### src/rtl/wb_accel_initiator.sv
// Single-outstanding classic Wishbone initiator for the accelerator slave port.
// One command in, one bus cycle, one response out; a timeout aborts a silent slave.
module wb_accel_initiator #(
   parameter int ADDR_W  = 32,
   parameter int DATA_W  = 32,
   parameter int TIMEOUT = 16,
   parameter int TO_W    = 8
) (
   input  logic              wishbone_clk_i,
   input  logic              wishbone_rst_i,
   input  logic              cmd_valid_i,
   output logic              cmd_ready_o,
   input  logic              cmd_we_i,
   input  logic [ADDR_W-1:0] cmd_addr_i,
   input  logic [DATA_W-1:0] cmd_data_i,
   output logic              rsp_valid_o,
   input  logic              rsp_ready_i,
   output logic [DATA_W-1:0] rsp_data_o,
   output logic              rsp_err_o,
   output logic              wishbone_cyc_o,
   output logic              wishbone_stb_o,
   output logic              wishbone_we_o,
   output logic [ADDR_W-1:0] wishbone_addr_o,
   output logic [DATA_W-1:0] wishbone_data_o,
   input  logic [DATA_W-1:0] wishbone_data_i,
   input  logic              wishbone_ack_i,
   output logic              busy_o
);

   typedef enum logic [1:0] {
      IDLE = 2'd0,
      BUS  = 2'd1,
      RESP = 2'd2
   } state_t;

   localparam logic [TO_W-1:0] LAST_CNT = TO_W'(TIMEOUT - 1);

   state_t            r_state;
   state_t            w_nextState;
   logic              r_outOfReset;
   logic              r_cyc;
   logic              r_we;
   logic [ADDR_W-1:0] r_addr;
   logic [DATA_W-1:0] r_wdata;
   logic              r_rspValid;
   logic              r_rspErr;
   logic [DATA_W-1:0] r_rspData;
   logic [TO_W-1:0]   r_toCnt;
   logic              w_accept;
   logic              w_timeout;

   assign cmd_ready_o     = (r_state == IDLE) && r_outOfReset;
   assign w_accept        = cmd_valid_i && cmd_ready_o;
   assign w_timeout       = (TIMEOUT != 0) && (r_toCnt == LAST_CNT);
   assign busy_o          = (r_state != IDLE);
   assign wishbone_cyc_o  = r_cyc;
   assign wishbone_stb_o  = r_cyc;
   assign wishbone_we_o   = r_we;
   assign wishbone_addr_o = r_addr;
   assign wishbone_data_o = r_wdata;
   assign rsp_valid_o     = r_rspValid;
   assign rsp_err_o       = r_rspErr;
   assign rsp_data_o      = r_rspData;

   // Holds cmd_ready low through reset and releases it on the first edge afterwards.
   always_ff @(posedge wishbone_clk_i or posedge wishbone_rst_i) begin
      if (wishbone_rst_i) r_outOfReset <= 1'b0;
      else                r_outOfReset <= 1'b1;
   end

   always_ff @(posedge wishbone_clk_i or posedge wishbone_rst_i) begin
      if (wishbone_rst_i) r_state <= IDLE;
      else                r_state <= w_nextState;
   end

   // ACK is checked before the timeout so a last-cycle ACK completes normally.
   always_comb begin
      w_nextState = r_state;
      case (r_state)
         IDLE:    if (w_accept) w_nextState = BUS;
         BUS:     if (wishbone_ack_i || w_timeout) w_nextState = RESP;
         RESP:    if (rsp_ready_i) w_nextState = IDLE;
         default: w_nextState = IDLE;
      endcase
   end

   always_ff @(posedge wishbone_clk_i or posedge wishbone_rst_i) begin
      if (wishbone_rst_i) begin
         r_cyc      <= 1'b0;
         r_we       <= 1'b0;
         r_addr     <= '0;
         r_wdata    <= '0;
         r_rspValid <= 1'b0;
         r_rspErr   <= 1'b0;
         r_rspData  <= '0;
         r_toCnt    <= '0;
      end else begin
         case (r_state)
            IDLE: begin
               if (w_accept) begin
                  r_we    <= cmd_we_i;
                  r_addr  <= cmd_addr_i;
                  r_wdata <= cmd_data_i;
                  r_cyc   <= 1'b1;
                  r_toCnt <= '0;
               end
            end
            BUS: begin
               if (wishbone_ack_i) begin
                  r_cyc      <= 1'b0;
                  r_rspValid <= 1'b1;
                  r_rspErr   <= 1'b0;
                  r_rspData  <= r_we ? '0 : wishbone_data_i;
               end else if (w_timeout) begin
                  r_cyc      <= 1'b0;
                  r_rspValid <= 1'b1;
                  r_rspErr   <= 1'b1;
                  r_rspData  <= '0;
               end else begin
                  r_toCnt <= r_toCnt + TO_W'(1);
               end
            end
            RESP: begin
               if (rsp_ready_i) r_rspValid <= 1'b0;
            end
            default: r_cyc <= 1'b0;
         endcase
      end
   end

endmodule

### config.mk
export PLATFORM = sky130hd
export DESIGN_NAME = wb_accel_initiator
export DESIGN_NICKNAME = d
export VERILOG_FILES = /design/src/rtl/wb_accel_initiator.sv
export SDC_FILE = /design/constraint.sdc
export NUM_CORES = 1
export LEC_CHECK = 0
export ABC_AREA = 1
export ABC_CLOCK_PERIOD_IN_PS = 5100
export BUFFER_PORTS_ARGS = -buffer_cell sky130_fd_sc_hd__buf_4
export CAP_MARGIN = 20
export CORE_ASPECT_RATIO = 1.1
export CORE_MARGIN = 3
export CORE_UTILIZATION = 47
export CTS_CLUSTER_SIZE = 30
export DETAILED_ROUTE_END_ITERATION = 7
export GPL_ROUTABILITY_DRIVEN = 0
export GPL_TIMING_DRIVEN = 1
export MAX_ROUTING_LAYER = met4
export PLACE_DENSITY = 0.78
export SLEW_MARGIN = 20
export SYNTH_ARGS = -nofsm -noshare
export SYNTH_HDL_FRONTEND = slang
export SYNTH_SLANG_ARGS = --single-unit
### constraint.sdc
create_clock -name wishbone_clk_i -period 5.1 [get_ports wishbone_clk_i]
set_input_delay 1.02 -clock wishbone_clk_i [delete_from_list [all_inputs] [get_ports wishbone_clk_i]]
set_output_delay 1.02 -clock wishbone_clk_i [all_outputs]
set_load 0.03 [all_outputs]
==> impl_metrics.yaml, run 1 <==
synth:
  synth_top_area_cell: "dfrtp_1"
  synth.distinct_cells: 24
  synth.cell_area_um2: 4560
  netlist_top_cells_count: "nand2_1 (130), dfrtp_1 (111), mux2_4 (39)"
  ys.warnings.count: 0
  ys_dominant_reg_cell: "dfrtp_1"
  ys_seq_elements: 111
  ys_async_sr_fraction_pct: 100
  synth-edff-count: 0
  synth.area.top_cells: "dfrtp_1 (61%), mux2_4 (13%), nand2_1 (11%), mux2_2 (6.4%), buf_6 (1.5%)"
  synth.most_common_cell: "nand2_1"
  netlist_instances: 375
  synth_seq_area_share_pct: 60.9
  synth.avg_cell_area_um2: 12.2
  synth_nets: 478
  synth_top_area_share_pct: 60.9
drt:
  firstDrtPassIters: 4
  drt_iter0_markers: 105
  via_per_inst: 4.85
  vias: 3385
  ant_nets: 0
  wl_per_cell_um: 16.0
  wl_um: 11200
  drc: 0
flow_run:
  max_cap_viol_count: 0
sta:
  fin_crit_ps: 2610
  hold_violations: 0
  rsz0062_at_grt: "no"
  worst_pin_slew_ps: 872
  final_max_slew_viol_count: 0
  clock_skew_ps: 7.35
  slew_headroom_pct: 41.8
  setup-tns-final_ps: 0
  max_freq_ghz: 0.384
  setup_viol: 0
  min_period_over_period_pct: 51.1
cells_and_area:
  postLayoutCellArea_um2: 6370
  drive_gt1_share_pct: 50.6
  fin_nets: 680
  areaGrowthSynthToFinish_pct: 39.6
  diodes: 0
  fin_util_pct: 67.8
  regArea_um2: 2780
  fillCellCount: 739
  multi_input_area_um2: 1610
worst_setup_path:
  critPathMaxFanout: 37
  critPathKind: "input port to flop"
  worstPathRequired_ps: 5360
  cp_data_arrival_time_ps: 2860
  end_kind: "flop"
  startpoint_type: "input port"
global_routing:
  grt_pass1_vias: 3493
  grt_usage_pct: 20.9
  overflow: 0
  antenna_found_initial: 0
  grt_first_pass_wirelength_um: 17400
  grt_max_degree: 73
clock_network:
  clkTransAtPathRegs_ps: 100
  hold_buffers: 0
  ctsResizeCount: 0
  root_buffer: "clkbuf_8"
  clkSinkCount: 111
  cts_tree: "yes"
  htreeDepth: 3
  worstSkewPairLatency_ps: 360
  cts.path.max_buffers: 2
  postCtsSetupBuffers: 0
  cts_inserted_buffers: 9
pwr:
  peakVddDrop_mv: 0.269
  power_density_nw_per_um2: 593
  leakagePower_nw: 3.39
placed_design:
  placed_cell_area_um2: 6120
  hpwlAfterDp_um: 8330
  io_buffers: 204
die:
  die-area_um2: 10900
  coreArea_um2: 9400
  start_util_pct: 48.5
  fp.dieH_um: 109
  die_w_um: 99.9
  row_count: 37
  num_io_pins: 205
status:
  outcome: "finished clean"
worst_hold_path:
  holdCritPathClass: "flop to flop"
==> worst max-delay path: stages <==
cell	delay [ps]
buf_4	120
nand3_4	440
buf_4	560
o21ai_0	210
nand2_2	270
inv_1	90
nand2_1	60
nand2_1	40
==> worst paths after layout <==
| check | startpoint | endpoint | slack [ps] | depth (start not counted) |
|---|---|---|---|---|
| max in group asynchronous | wishbone_rst_i | wishbone_addr_o[24] | 3230 | 3 |
| min in group asynchronous | wishbone_rst_i | wishbone_addr_o[20] | 830 | 2 |
| setup / recovery | cmd_valid_i | r_toCnt[3] | 2490 | 8 |
| hold reg to reg | rsp_data_o[1] | rsp_data_o[1] | 480 | 2 |
| hold / removal | rsp_data_o[1] | rsp_data_o[1] | 480 | 2 |
| setup reg to reg | r_state[0] | r_toCnt[5] | 2720 | 7 |
==> flip-flops by register name (all words and copies together), names as in the netlist <==
name and flops:
rsp_data_o 32, wishbone_addr_o 32, wishbone_data_o 32, r_toCnt 8, r_state 2, r_outOfReset 1, rsp_err_o 1, rsp_valid_o 1
wishbone_cyc_o 1, wishbone_we_o 1
==> layout by cell type, fill, tap and decap left out <==
cell type,synthesis,layout
ha_1,1,1
nand3_1,7,7
o21ai_0,9,9
xor2_1,1,1
nand2_1,130,130
nand2_2,2,2
mux2_2,26,26
inv_4,0,1
nand3b_1,1,1
inv_1,9,8
buf_4,2,207
o21bai_1,1,1
conb_1,1,1
o311ai_0,1,1
dfrtp_1,111,111
xnor2_1,1,1
a21oi_1,2,2
clkinvlp_4,0,1
inv_2,1,1
clkinv_4,0,1
mux2_4,39,39
nor2_1,13,13
clkbuf_8,3,10
nand3_4,0,1
nor2_2,2,2
bufinv_16,0,3
==> stage by stage <==
step | total power (W) | cells | setup slack, ps | hold WS, ps
final | 0.00378 | 698 | 2490 | 484
after global routing | 0.00396 | 698 | 2320 | 519
after CTS | 0.00382 | 698 | 2490 | 486
after detailed placement | 0.00319 | 683 | 2090 | 464
after global placement | 0.00314 | 683 | 2170 | 457
after floorplan | 0.00248 | 375 | 1150 | 495
==> where the power goes <==
part | switching [W] | internal, W | total, W
clock network | 0.000282 | 0.000338 | 0.000620
registers | 0.000204 | 0.00120 | 0.00141
logic | 0.00102 | 0.000727 | 0.00175
total | 0.00151 | 0.00227 | 0.00378
==> cell type report <==
type	count	area share [%]
clock buffer	10	2.16
clock inverter	5	1.67
inverter	10	0.629
multi-input combinational	238	25.2
sequential	111	43.6
tap	117	2.30
timing repair buffer	207	24.4
==> metal layers <==
metal  GRT usage, %  routed length, um
met5              -                  0
met4           8.59                235
met3           2.98                705
met2           34.0               5810
met1           26.5               4430
==> cell families (layout without fill, tap and decap cells) <==
family / Yosys count / after routing / share of synthesized area, %
compound gates: 13 / 13 / 1.56
flops: 111 / 111 / 60.9
buf+inv: 26 / 232 / 4.09
mux: 65 / 65 / 19.3
simple gates: 156 / 156 / 13.5
other cells: 1 / 1 / 0.0822
xor+xnor: 2 / 2 / 0.384
fa+ha+maj: 1 / 1 / 0.274
No activity file was read; power rests on OpenSTA's default activity.
==> run 2, diff against run 1 <==
--- a/config.mk
+++ b/config.mk
@@ -6,18 +6,18 @@
 export NUM_CORES = 1
 export LEC_CHECK = 0
 export ABC_AREA = 1
-export ABC_CLOCK_PERIOD_IN_PS = 5100
+export ABC_CLOCK_PERIOD_IN_PS = 2160
 export BUFFER_PORTS_ARGS = -buffer_cell sky130_fd_sc_hd__buf_4
 export CAP_MARGIN = 20
 export CORE_ASPECT_RATIO = 1.1
 export CORE_MARGIN = 3
-export CORE_UTILIZATION = 47
+export CORE_UTILIZATION = 42
 export CTS_CLUSTER_SIZE = 30
 export DETAILED_ROUTE_END_ITERATION = 7
 export GPL_ROUTABILITY_DRIVEN = 0
 export GPL_TIMING_DRIVEN = 1
 export MAX_ROUTING_LAYER = met4
-export PLACE_DENSITY = 0.78
+export PLACE_DENSITY = 0.73
 export SLEW_MARGIN = 20
 export SYNTH_ARGS = -nofsm -noshare
 export SYNTH_HDL_FRONTEND = slang
==> constraint.sdc (replaced) <==
create_clock -name wishbone_clk_i -period 2.16 [get_ports wishbone_clk_i]
set_input_delay 0.432 -clock wishbone_clk_i [delete_from_list [all_inputs] [get_ports wishbone_clk_i]]
set_output_delay 0.432 -clock wishbone_clk_i [all_outputs]
set_load 0.03 [all_outputs]
==> impl_metrics.yaml, run 2 (synthesis results as in run 1) <==
status:
  outcome: "finished clean"
pwr:
  power_density_nw_per_um2: 1380
  leakagePower_nw: 3.44
  peakVddDrop_mv: 0.764
worst_setup_path:
  critPathKind: "flop to primary output"
  critPathMaxFanout: 6
  cp_data_arrival_time_ps: 1400
  worstPathRequired_ps: 1730
  end_kind: "primary output"
  startpoint_type: "flop"
cells_and_area:
  fin_nets: 683
  fin_util_pct: 62.0
  drive_gt1_share_pct: 50.8
  mostFrequentLayoutCells: "buf_4 (206), nand2_1 (130), dfrtp_1 (111)"
  areaGrowthSynthToFinish_pct: 42.6
  final_common_cell: "buf_4"
  diodes: 0
die:
  fp.dieH_um: 115
  coreArea_um2: 10500
  start_util_pct: 43.5
  row_count: 39
  die_w_um: 105
  num_io_pins: 205
  die-area_um2: 12100
drt:
  wl_per_cell_um: 15.2
  vias: 3388
  drc: 0
  via_per_inst: 4.65
  drt_iter0_markers: 147
  wl_um: 11100
  ant_nets: 0
  firstDrtPassIters: 4
clock_network:
  cts.path.max_buffers: 2
  cts_tree: "yes"
  hold_buffers: 0
  htreeDepth: 3
  cts_inserted_buffers: 9
  clkSinkCount: 111
  worstSkewPairLatency_ps: 340
  ctsResizeCount: 0
  root_buffer: "clkbuf_16"
  postCtsSetupBuffers: 0
  clkTransAtPathRegs_ps: 70
sta:
  rsz0062_at_grt: "no"
  fin_ws_ps: 328
  final_max_slew_viol_count: 0
  max_freq_ghz: 0.546
  setup-tns-final_ps: 0
  setup_viol: 0
  worst_pin_slew_ps: 615
  min_period_over_period_pct: 84.8
  clock_skew_ps: 5.18
  slew_headroom_pct: 58.9
  hold_violations: 0
  fin_crit_ps: 1830
global_routing:
  antenna_found_initial: 0
  grt_usage_pct: 18.6
  grt_first_pass_wirelength_um: 17300
  grt_pass1_vias: 3451
  overflow: 0
  grt_max_degree: 46
placed_design:
  hpwlAfterDp_um: 8240
  place_ws_ps: 457
  io_buffers: 204
worst_hold_path:
  holdCritPathClass: "input port to async pin"
flow_run:
  max_cap_viol_count: 0
[run 2: cell types whose count changed in the layout (fill, tap and decap cells not counted)]
cell,change
clkbuf_1,+1
inv_8,+1
buf_4,-1
clkinv_4,-1
clkinvlp_4,+2
buf_12,+4
clkbuf_16,+9
inv_4,-1
clkinv_2,+2
clkbuf_8,-10
inv_6,+1
bufinv_16,-3
[run 2: critical path, stage by stage, from the launching register on]
cell     delay, ps
dfrtp_1        440
nor2_2         200
inv_1          100
nor2_1         140
buf_4          190
[run 2: cell type report]
class	count	area (um2)
inverters	10	41.3
well taps	143	179
multi-input cells	238	1610
repair buffers	210	1630
fillers	819	3990
clock inverters	6	45.0
clock buffers	10	229
flip-flops and latches	111	2780
[run 2: where the power goes]
part           internal [W]  total [W]  switching (W)  leakage [nW]
sequential          0.00284    0.00330       0.000458          1.36
clock              0.000792    0.00154       0.000746         0.131
combinational       0.00174    0.00417        0.00243          1.94
total               0.00537    0.00901        0.00364          3.44
[run 2: final timing paths]
| check | from | to | slack (ps) | cells after the start |
|---|---|---|---|---|
| min in group wishbone_clk_i | wishbone_ack_i | rsp_err_o | 290 | 2 |
| min | wishbone_rst_i | wishbone_data_o[29] | 170 | 2 |
| max reg2reg | r_toCnt[0] | rsp_data_o[12] | 410 | 8 |
| min reg2reg | rsp_data_o[15] | rsp_data_o[15] | 470 | 2 |
| max in group asynchronous | wishbone_rst_i | rsp_data_o[22] | 1370 | 3 |
| max | r_state[0] | cmd_ready_o | 330 | 4 |
[run 2: routing by layer]
metal	share of wire, %	track usage (%)	vias to the layer above	routed length [um]
met3	6.7	3.26	26	741
li1	-	-	1618	-
met4	3.5	9.97	0	384
met2	50	29.6	153	5510
met5	0	-	-	0
met1	40	22.7	1591	4450
[run 2: through the flow]
step	hold slack (ps)	area [um2]	power (W)	instances
after global placement	456	6230	0.00744	712
after detailed placement	460	6230	0.00752	712
after global routing	201	6500	0.00944	728
after floorplan	495	4570	0.00584	375
after CTS	165	6500	0.00910	728
final	167	6500	0.00901	728
==> run 3, diff against run 2 <==
--- a/config.mk
+++ b/config.mk
@@ -6,18 +6,18 @@
 export NUM_CORES = 1
 export LEC_CHECK = 0
 export ABC_AREA = 1
-export ABC_CLOCK_PERIOD_IN_PS = 2160
+export ABC_CLOCK_PERIOD_IN_PS = 1900
 export BUFFER_PORTS_ARGS = -buffer_cell sky130_fd_sc_hd__buf_4
 export CAP_MARGIN = 20
 export CORE_ASPECT_RATIO = 1.1
 export CORE_MARGIN = 3
-export CORE_UTILIZATION = 42
+export CORE_UTILIZATION = 47
 export CTS_CLUSTER_SIZE = 30
 export DETAILED_ROUTE_END_ITERATION = 7
 export GPL_ROUTABILITY_DRIVEN = 0
 export GPL_TIMING_DRIVEN = 1
 export MAX_ROUTING_LAYER = met4
-export PLACE_DENSITY = 0.73
+export PLACE_DENSITY = 0.78
 export SLEW_MARGIN = 20
 export SYNTH_ARGS = -nofsm -noshare
 export SYNTH_HDL_FRONTEND = slang
==> constraint.sdc (replaced) <==
create_clock -name wishbone_clk_i -period 1.9 [get_ports wishbone_clk_i]
set_input_delay 0.38 -clock wishbone_clk_i [delete_from_list [all_inputs] [get_ports wishbone_clk_i]]
set_output_delay 0.38 -clock wishbone_clk_i [all_outputs]
set_load 0.03 [all_outputs]
==> impl_metrics.yaml, run 3 (synthesis results as in run 1) <==
cells_and_area:
  stdcell_count: 703
  areaGrowthSynthToFinish_pct: 40.8
  mostFrequentLayoutCells: "buf_4 (208), nand2_1 (130), dfrtp_1 (111)"
  diodes: 0
  regArea_um2: 2780
  fillCellCount: 703
  final_common_cell: "buf_4"
  fin_nets: 684
  multi_input_area_um2: 1610
  drive_gt1_share_pct: 51.0
global_routing:
  grt_usage_pct: 19.9
  grt_first_pass_wirelength_um: 16600
  grt_pass1_vias: 3395
  grt_max_degree: 112
  antenna_found_initial: 0
  overflow: 0
sta:
  min_period_over_period_pct: 91.2
  fin_crit_ps: 1730
  worst_pin_slew_ps: 586
  final_max_slew_viol_count: 0
  clock_skew_ps: 12.8
  rsz0062_at_grt: "no"
  fin_hold_ws_ps: 141
  max_freq_ghz: 0.577
  hold_violations: 0
  setup-tns-final_ps: 0
  setup_viol: 0
  slew_headroom_pct: 60.9
drt:
  drt_iter0_markers: 185
  wl_per_cell_um: 15.5
  drc: 0
  firstDrtPassIters: 4
  via_per_inst: 4.85
  vias: 3412
  wl_um: 10900
  ant_nets: 0
pwr:
  peakVddDrop_mv: 0.698
  power_density_nw_per_um2: 1570
  totalPowerFinal_w: 0.0101
  leakagePower_nw: 3.42
clock_network:
  ctsResizeCount: 0
  worstSkewPairLatency_ps: 370
  hold_buffers: 0
  postCtsSetupBuffers: 0
  clkSinkCount: 111
  htreeDepth: 3
  clkTransAtPathRegs_ps: 110
  root_buffer: "clkbuf_8"
  cts.path.max_buffers: 2
  cts_tree: "yes"
  cts_inserted_buffers: 9
die:
  num_io_pins: 205
  fp.dieH_um: 109
  start_util_pct: 48.5
  row_count: 37
  die_w_um: 99.9
  die-area_um2: 10900
  coreArea_um2: 9400
placed_design:
  hpwlAfterDp_um: 8140
  io_buffers: 204
  placedCellCount: 687
worst_setup_path:
  critPathMaxFanout: 6
  crit_chain: "nor2_2, inv_1, nor2_1, buf_4"
  ff2ff_setup_slack_ps: 190
  critPathMaxStageDelay_ps: 460
  slowest_stage: "dfrtp_1"
  end_kind: "primary output"
  startpoint_type: "flop"
  cp_data_arrival_time_ps: 1350
  critPathKind: "flop to primary output"
  worstPathRequired_ps: 1520
flow_run:
  max_cap_viol_count: 0
worst_hold_path:
  holdCritPathClass: "input port to async pin"
status:
  outcome: "finished clean"
run 3: cell types whose count changed in the layout (fill, tap and decap cells not counted), sizes merged:
cell	delta
bufinv	+2
clkinvlp	-2
buf	+1
run 3: critical path, delay by kind of cell (launching register included):
family	cells	cell delay [ps]
buffers and inverters	2	230
flip-flops	1	460
AND/OR/NAND/NOR	2	290
run 3: area by class of cell:
| type | instances | area share [%] |
|---|---|---|
| multi-input cells | 238 | 25.0 |
| clock buffers | 10 | 2.14 |
| well taps | 117 | 2.28 |
| inverters | 10 | 0.643 |
| clock inverters | 6 | 1.42 |
| flip-flops and latches | 111 | 43.3 |
| repair buffers | 211 | 25.3 |
run 3: routing by layer:
layer  up-vias  routed length, um  part of all wire (%)  global-route usage (%)
met5         -                  0                     0                       -
met4         0                293                   2.7                    8.88
met3        22                754                   6.9                    3.68
met2       139               5510                    51                    31.6
met1      1635               4310                    40                    25.2
li1       1616                  -                     -                       -
run 3: where the power goes:
part	total, W	internal (W)	switching [W]
clock network	0.00160	0.000789	0.000806
registers	0.00375	0.00322	0.000527
logic	0.00473	0.00198	0.00275
total	0.0101	0.00599	0.00408
run 3: metrics by stage:
step	setup WS [ps]	cell area [um2]	util [%]
2_1_floorplan	177	4570	-
3_3_place_gp	307	6190	65.9
3_5_place_dp	228	6190	65.9
4_1_cts	149	6420	68.3
5_1_grt	3.86	6420	68.3
6_report	168	6420	68.3
run 3: worst paths after layout:
kind,start,to,cells after the start
worst max register to register,r_toCnt[1],rsp_data_o[25],9
worst max-delay path,r_state[0],cmd_ready_o,4
worst min-delay path,wishbone_rst_i,wishbone_addr_o[8],3
worst min register to register,rsp_data_o[3],rsp_data_o[3],2
min in group wishbone_clk_i,wishbone_data_i[29],rsp_data_o[29],3
max in group asynchronous,wishbone_rst_i,rsp_valid_o,3
